`src/rtl/mxrv_if_buf_if.sv`:
```
`default_nettype none
// ============================================================================
// Module      : mxrv_if_buf_if
// Description : Bundle of the fetch-side and decode-side signals of the
//               instruction-fetch buffer.
//               master : drives bus return data, flush and decode ready
//                        (fetch unit / testbench side)
//               slave  : the buffer itself
//   pc_i, inst_valid_i, inst_data_i : instruction returned by the bus
//   inst_ready_o                    : buffer can accept a push
//   flush_i                         : jump/flush, discards every entry
//   out_ready_i                     : decode accepts the head entry
//   pc_inst_valid_o, pc_o,
//   inst_data_o                     : head entry presented to decode
//   count_o                         : occupancy, 0..DEPTH
//   ovf_o                           : sticky overflow flag
// Revision    : 1.0 - initial release
// ============================================================================
interface mxrv_if_buf_if #(
  parameter int ADDR_W = 32,
  parameter int DATA_W = 32,
  parameter int CNT_W  = 3
);
  logic [ADDR_W-1:0] pc_i;
  logic              inst_valid_i;
  logic [DATA_W-1:0] inst_data_i;
  logic              inst_ready_o;
  logic              flush_i;
  logic              out_ready_i;
  logic              pc_inst_valid_o;
  logic [ADDR_W-1:0] pc_o;
  logic [DATA_W-1:0] inst_data_o;
  logic [CNT_W-1:0]  count_o;
  logic              ovf_o;

  modport master (
    output pc_i, inst_valid_i, inst_data_i, flush_i, out_ready_i,
    input  inst_ready_o, pc_inst_valid_o, pc_o, inst_data_o, count_o, ovf_o
  );

  modport slave (
    input  pc_i, inst_valid_i, inst_data_i, flush_i, out_ready_i,
    output inst_ready_o, pc_inst_valid_o, pc_o, inst_data_o, count_o, ovf_o
  );
endinterface
`default_nettype wire

```
`src/rtl/mxrv_if_buf.sv`:
```
`default_nettype none
// ============================================================================
// Module      : mxrv_if_buf
// Description : DEPTH-entry instruction-fetch buffer. Captures {pc, inst}
//               pairs from the bus and presents the oldest pair to decode
//               through a valid/ready handshake. Flush empties the buffer
//               and clears the sticky overflow flag.
// Ports       : clk   - system clock, rising edge
//               rst_n - synchronous reset, active low
//               bus   - mxrv_if_buf_if.slave (fetch input, decode output,
//                       occupancy and overflow status)
// Revision    : 1.0 - initial release
// ============================================================================
module mxrv_if_buf #(
  parameter int ADDR_W = 32,
  parameter int DATA_W = 32,
  parameter int DEPTH  = 4,
  parameter int CNT_W  = $clog2(DEPTH + 1)
) (
  input  wire logic        clk,
  input  wire logic        rst_n,
  mxrv_if_buf_if.slave     bus
);

  localparam int              C_PTR_W = $clog2(DEPTH);
  localparam logic [CNT_W-1:0] C_DEPTH = CNT_W'(DEPTH);

  // Storage (not reset: contents are only observable through a valid count)
  logic [ADDR_W-1:0]  r_pc_mem   [DEPTH];
  logic [DATA_W-1:0]  r_inst_mem [DEPTH];

  logic [C_PTR_W-1:0] r_wr_ptr;
  logic [C_PTR_W-1:0] r_rd_ptr;
  logic [CNT_W-1:0]   r_count;
  logic               r_ovf;

  logic w_ready;
  logic w_valid;
  logic w_push;
  logic w_pop;
  logic w_ovf_event;

  // Ready depends on occupancy only, so a full buffer stays not-ready even
  // in a cycle where decode pops; the freed slot shows up next cycle.
  assign w_ready     = (r_count < C_DEPTH);
  assign w_valid     = (r_count != '0);
  assign w_push      = bus.inst_valid_i &  w_ready & ~bus.flush_i;
  assign w_pop       = w_valid & bus.out_ready_i & ~bus.flush_i;
  assign w_ovf_event = bus.inst_valid_i & ~w_ready & ~bus.flush_i;

  // Pointer/count/flag state. Flush outranks any push/pop in the same cycle.
  always_ff @(posedge clk) begin
    if (!rst_n) begin
      r_wr_ptr <= '0;
      r_rd_ptr <= '0;
      r_count  <= '0;
      r_ovf    <= 1'b0;
    end else if (bus.flush_i) begin
      r_wr_ptr <= '0;
      r_rd_ptr <= '0;
      r_count  <= '0;
      r_ovf    <= 1'b0;
    end else begin
      // DEPTH is a power of two, so natural pointer overflow is the wrap.
      if (w_push) begin
        r_wr_ptr <= r_wr_ptr + C_PTR_W'(1);
      end
      if (w_pop) begin
        r_rd_ptr <= r_rd_ptr + C_PTR_W'(1);
      end
      case ({w_push, w_pop})
        2'b10:   r_count <= r_count + CNT_W'(1);
        2'b01:   r_count <= r_count - CNT_W'(1);
        default: r_count <= r_count;
      endcase
      if (w_ovf_event) begin
        r_ovf <= 1'b1;
      end
    end
  end

  // Data write; w_push already excludes reset-less flush/full cases.
  always_ff @(posedge clk) begin
    if (rst_n && w_push) begin
      r_pc_mem[r_wr_ptr]   <= bus.pc_i;
      r_inst_mem[r_wr_ptr] <= bus.inst_data_i;
    end
  end

  // Head is forced to zero when empty so stale storage never leaks out.
  assign bus.inst_ready_o    = w_ready;
  assign bus.pc_inst_valid_o = w_valid;
  assign bus.pc_o            = w_valid ? r_pc_mem[r_rd_ptr]   : '0;
  assign bus.inst_data_o     = w_valid ? r_inst_mem[r_rd_ptr] : '0;
  assign bus.count_o         = r_count;
  assign bus.ovf_o           = r_ovf;

endmodule
`default_nettype wire

```
`src/flat_wrapper.sv`:
```
// flat-port wrapper written by rule: the top's interface ports become plain ports
module mxrv_if_buf_flat 
#(
  parameter int ADDR_W = 32,
  parameter int DATA_W = 32,
  parameter int DEPTH  = 4,
  parameter int CNT_W  = $clog2(DEPTH + 1)
)
  (clk, rst_n, bus_pc_i, bus_inst_valid_i, bus_inst_data_i, bus_flush_i, bus_out_ready_i, bus_inst_ready_o, bus_pc_inst_valid_o, bus_pc_o, bus_inst_data_o, bus_count_o, bus_ovf_o);
  mxrv_if_buf_if #(.ADDR_W(ADDR_W), .DATA_W(DATA_W), .CNT_W(CNT_W)) bus_i ();
  input  wire logic clk;
  input  wire logic rst_n;
  input wire logic [$bits(bus_i.pc_i)-1:0] bus_pc_i;
  input wire logic [$bits(bus_i.inst_valid_i)-1:0] bus_inst_valid_i;
  input wire logic [$bits(bus_i.inst_data_i)-1:0] bus_inst_data_i;
  input wire logic [$bits(bus_i.flush_i)-1:0] bus_flush_i;
  input wire logic [$bits(bus_i.out_ready_i)-1:0] bus_out_ready_i;
  output wire logic [$bits(bus_i.inst_ready_o)-1:0] bus_inst_ready_o;
  output wire logic [$bits(bus_i.pc_inst_valid_o)-1:0] bus_pc_inst_valid_o;
  output wire logic [$bits(bus_i.pc_o)-1:0] bus_pc_o;
  output wire logic [$bits(bus_i.inst_data_o)-1:0] bus_inst_data_o;
  output wire logic [$bits(bus_i.count_o)-1:0] bus_count_o;
  output wire logic [$bits(bus_i.ovf_o)-1:0] bus_ovf_o;
  assign bus_i.pc_i = bus_pc_i;
  assign bus_i.inst_valid_i = bus_inst_valid_i;
  assign bus_i.inst_data_i = bus_inst_data_i;
  assign bus_i.flush_i = bus_flush_i;
  assign bus_i.out_ready_i = bus_out_ready_i;
  assign bus_inst_ready_o = bus_i.inst_ready_o;
  assign bus_pc_inst_valid_o = bus_i.pc_inst_valid_o;
  assign bus_pc_o = bus_i.pc_o;
  assign bus_inst_data_o = bus_i.inst_data_o;
  assign bus_count_o = bus_i.count_o;
  assign bus_ovf_o = bus_i.ovf_o;
  mxrv_if_buf #(.ADDR_W(ADDR_W), .DATA_W(DATA_W), .DEPTH(DEPTH), .CNT_W(CNT_W)) u_core (.clk(clk), .rst_n(rst_n), .bus(bus_i));
endmodule
```
`config.mk`:
```
export PLATFORM = sky130hd
export DESIGN_NAME = mxrv_if_buf_flat
export DESIGN_NICKNAME = d
export VERILOG_FILES = /design/src/rtl/mxrv_if_buf_if.sv /design/src/rtl/mxrv_if_buf.sv /design/src/flat_wrapper.sv
export SDC_FILE = /design/constraint.sdc
export NUM_CORES = 1
export LEC_CHECK = 0
export ABC_CLOCK_PERIOD_IN_PS = 6100
export BUFFER_PORTS_ARGS = -buffer_cell sky130_fd_sc_hd__buf_4
export CAP_MARGIN = 20
export CORE_MARGIN = 1
export CORE_UTILIZATION = 50
export DETAILED_ROUTE_END_ITERATION = 16
export GPL_TIMING_DRIVEN = 1
export PLACE_DENSITY_LB_ADDON = 0.05
export SYNTH_ARGS = -nofsm -noshare
export SYNTH_HDL_FRONTEND = slang
export SYNTH_SLANG_ARGS = --single-unit
export TNS_END_PERCENT = 100
```
`constraint.sdc`:
```
create_clock -name clk -period 6.1 [get_ports clk]
set_input_delay 0.305 -clock clk [delete_from_list [all_inputs] [get_ports clk]]
set_output_delay 0.305 -clock clk [all_outputs]
set_load 0.01 [all_outputs]
```
==> run metrics <==
outcome completed; drt wl/cell 19.8 um; Final Max Tran Viols 0; CP Data Arrival Time 2.96 ns; final setup fails 0; share of layout cells above drive strength 1 36.0%; total power 3.84 mW; Synth Instances 460; Clk Latency, worst-skew pair 0.52 ns; syn avg cell area 22.1 um^2; sequential share of the synthesized area 77.5%; Max-Slew Margin vs Limit 31.1%; Int Pwr 3.11 mW; TritonCTS clock tree done; most common cell after layout, fill and taps aside edfxtp_1; Setup TNS Final 0 ns; hpwl dp 9.85 mm; DR vias 5,038; Crit Path Max Fanout 36; Synth Area in Compound Gates 0.356%; PwrDens 296 mW/mm^2; Max Cap Violations 0; Synth Area in Adders 0.811%; yosys warns 0; I/O Pins 139; n_diodes 0; Buf/Inv on CP 2; critical path's most frequent cell buf_4; CTS-repair resized insts 0; cell family with most CP delay flip-flops; DR pass1 iterations 4; Final Core Density 65.8%; #FFs+latches synth 266; clk_skew 0.00682 ns; Mapped Area 0.0102 mm^2; Fmax 307 MHz; chip height 145 um; initial drt markers 234; WL final 19.0 mm; first-pass GRT wire length 29.1 mm; simple-gate share of the synthesized area 4.87%; Net Switching 0.737 mW; Num CTS Buffers 28; power share of the clock group 42.9%; worst-case clock buffer depth 3; main combinational cell family by area after synthesis multiplexers; final hold vios 0; Synth Area in XOR/XNOR 0.430%; CTS Root Cell clkbuf_16; Lkg Pwr 4.45 nW; chip width 145 um; number of global-route vias before repair 5,430; Peak supply drop 352 uV; Sw Share 19.2%; Port Buffers 138; vias per cell 5.26; Netlist cell types 26; crit-path cells buf_4, mux4_1, and2_1, buf_4; commonest cells after routing, fill and taps aside edfxtp_1 (256), buf_4 (140), and2_1 (64), dlygate4sd3_1 (64), mux4_2 (61); Max stage delay cell, worst path dfxtp_4; post-synthesis mux area share 14.4%; Seq pwr share 52.7%; H-tree Lvls 1; ANT nets after route 0; largest net degree at the start of global routing 66; core area 0.0197 mm^2; Syn Nets 535; Period Utilization, post-route 53.5%; GPL Wtd Cong 0.733; Crit. End Element primary output; Area growth, synth to finish 27.5%; Initial Util 51.6%; worst slew pin tran 1.03 ns; Crit path largest cell delay 0.82 ns; total track usage 19.0%; full die area 0.0209 mm^2; worst-case hold slack 0.0355 ns; Crit Path Category register to primary output; CTS sink count 266; number of placement rows 51; minimum clock period 3.26 ns; Worst Setup Start Kind register; gr ovfl total 0; Hold Path Class input pin to register; Worst-path clk slew 0.06 ns; RSZ-0062 raised after global routing false; Gate power share 4.4%; WP data required 5.79 ns; # nets final 747; antenna violations before repair 0; detailed-route DRC error count 0
[worst paths after layout]
| check | endpoint | start | cells after the start | slack [ns] |
|---|---|---|---|---|
| max | bus_inst_data_o[31] | register | 4 | 2.84 |
| min | u_core.bus.ovf_o | bus_inst_valid_i | 3 | 0.04 |
| max reg2reg | u_core.r_pc_mem[0][6] | u_core.bus.count_o[2] | 2 | 3.89 |
| min reg2reg | u_core.bus.ovf_o | u_core.bus.ovf_o | 2 | 0.49 |
[stage by stage]
stage / setup slack (ns) / std cells / instance area, um^2
2_1_floorplan: 3.21 / 460 / 10200
3_3_place_gp: 3.27 / 843 / 11400
3_5_place_dp: 3.27 / 843 / 11400
4_1_cts: 2.70 / 957 / 13000
5_1_grt: 2.53 / 957 / 13000
6_report: 2.84 / 957 / 13000
[routing by layer]
metal / part of all wire, % / up-vias / GRT usage, %
met2: 51 / 147 / 32.8
met3: 5.9 / 23 / 3.78
li1: - / 2282 / -
met1: 42 / 2586 / 24.6
met5: 0 / - / 0
met4: 1.4 / 0 / 5.21
[tightest hold or removal path, delay by kind of cell]
family                 cells  cell delay, ns
buffers and inverters      1            0.09
AOI/OAI and AO/OA          1            0.06
and+or+nand+nor            1            0.07
[synthesized netlist by cell type]
| cell type | n | area (um^2) |
|---|---|---|
| o31ai_1 | 1 | 7.51 |
| o21ai_0 | 1 | 5.00 |
| xnor2_1 | 1 | 8.76 |
| mux4_1 | 3 | 78.8 |
| edfxtp_1 | 256 | 7690 |
| nand2b_1 | 1 | 6.26 |
| inv_2 | 1 | 3.75 |
| or3_1 | 1 | 6.26 |
| dfxtp_1 | 10 | 200 |
| ha_1 | 5 | 62.6 |
| clkbuf_2 | 2 | 10.0 |
| buf_2 | 6 | 30.0 |
| inv_1 | 6 | 22.5 |
| xor2_1 | 4 | 35.0 |
| fa_1 | 1 | 20.0 |
| clkbuf_1 | 7 | 26.3 |
| nor3b_1 | 2 | 15.0 |
| a21oi_1 | 3 | 15.0 |
| and2_1 | 68 | 425 |
| nor2_1 | 10 | 37.5 |
| buf_6 | 6 | 67.6 |
| nand3_1 | 1 | 5.00 |
| mux4_2 | 61 | 1370 |
| buf_8 | 1 | 15.0 |
| mux2i_1 | 1 | 10.0 |
| o311ai_0 | 1 | 8.76 |
[logic make-up (layout without fill, tap and decap cells)]
logic type / Yosys count / count (layout)
DFF: 266 / 266
and+or+nand+nor: 83 / 83
muxes: 65 / 65
buffers and inverters: 29 / 261
adders and majority gates: 6 / 6
AOI/OAI and AO/OA: 6 / 6
xor gates and xnor gates: 5 / 5
[timing repair]
item,in CTS,in global routing
hold buffers,64,0
buffers inserted,0,0
hold endpoints to repair,256,0
[state kept, by name (all words and copies together) (netlist names), named ones only]
signal	cells
u_core.r_inst_mem	128
u_core.r_pc_mem	128
u_core.bus.count_o	3
u_core.r_rd_ptr	2
u_core.r_wr_ptr	2
u_core.bus.ovf_o	1
[power by group through the flow]
stage | sequential (mW) | combinational (mW) | clock, mW
2_1_floorplan | 2.06 | 0.0553 | 0
3_3_place_gp | 2.06 | 0.132 | 0
3_5_place_dp | 2.06 | 0.137 | 0
4_1_cts | 2.03 | 0.172 | 1.69
5_1_grt | 2.03 | 0.184 | 1.76
6_report | 2.03 | 0.170 | 1.65
[area by class of cell]
cell class	count	area (um^2)
sequential	266	7900
inverter	7	26.3
clock buffer	33	741
multi-input combinational	165	2140
clock inverter	17	161
timing repair buffer	204	1690
fill	1371	6740
tap	265	332
Power figures use the tool's default switching activity.
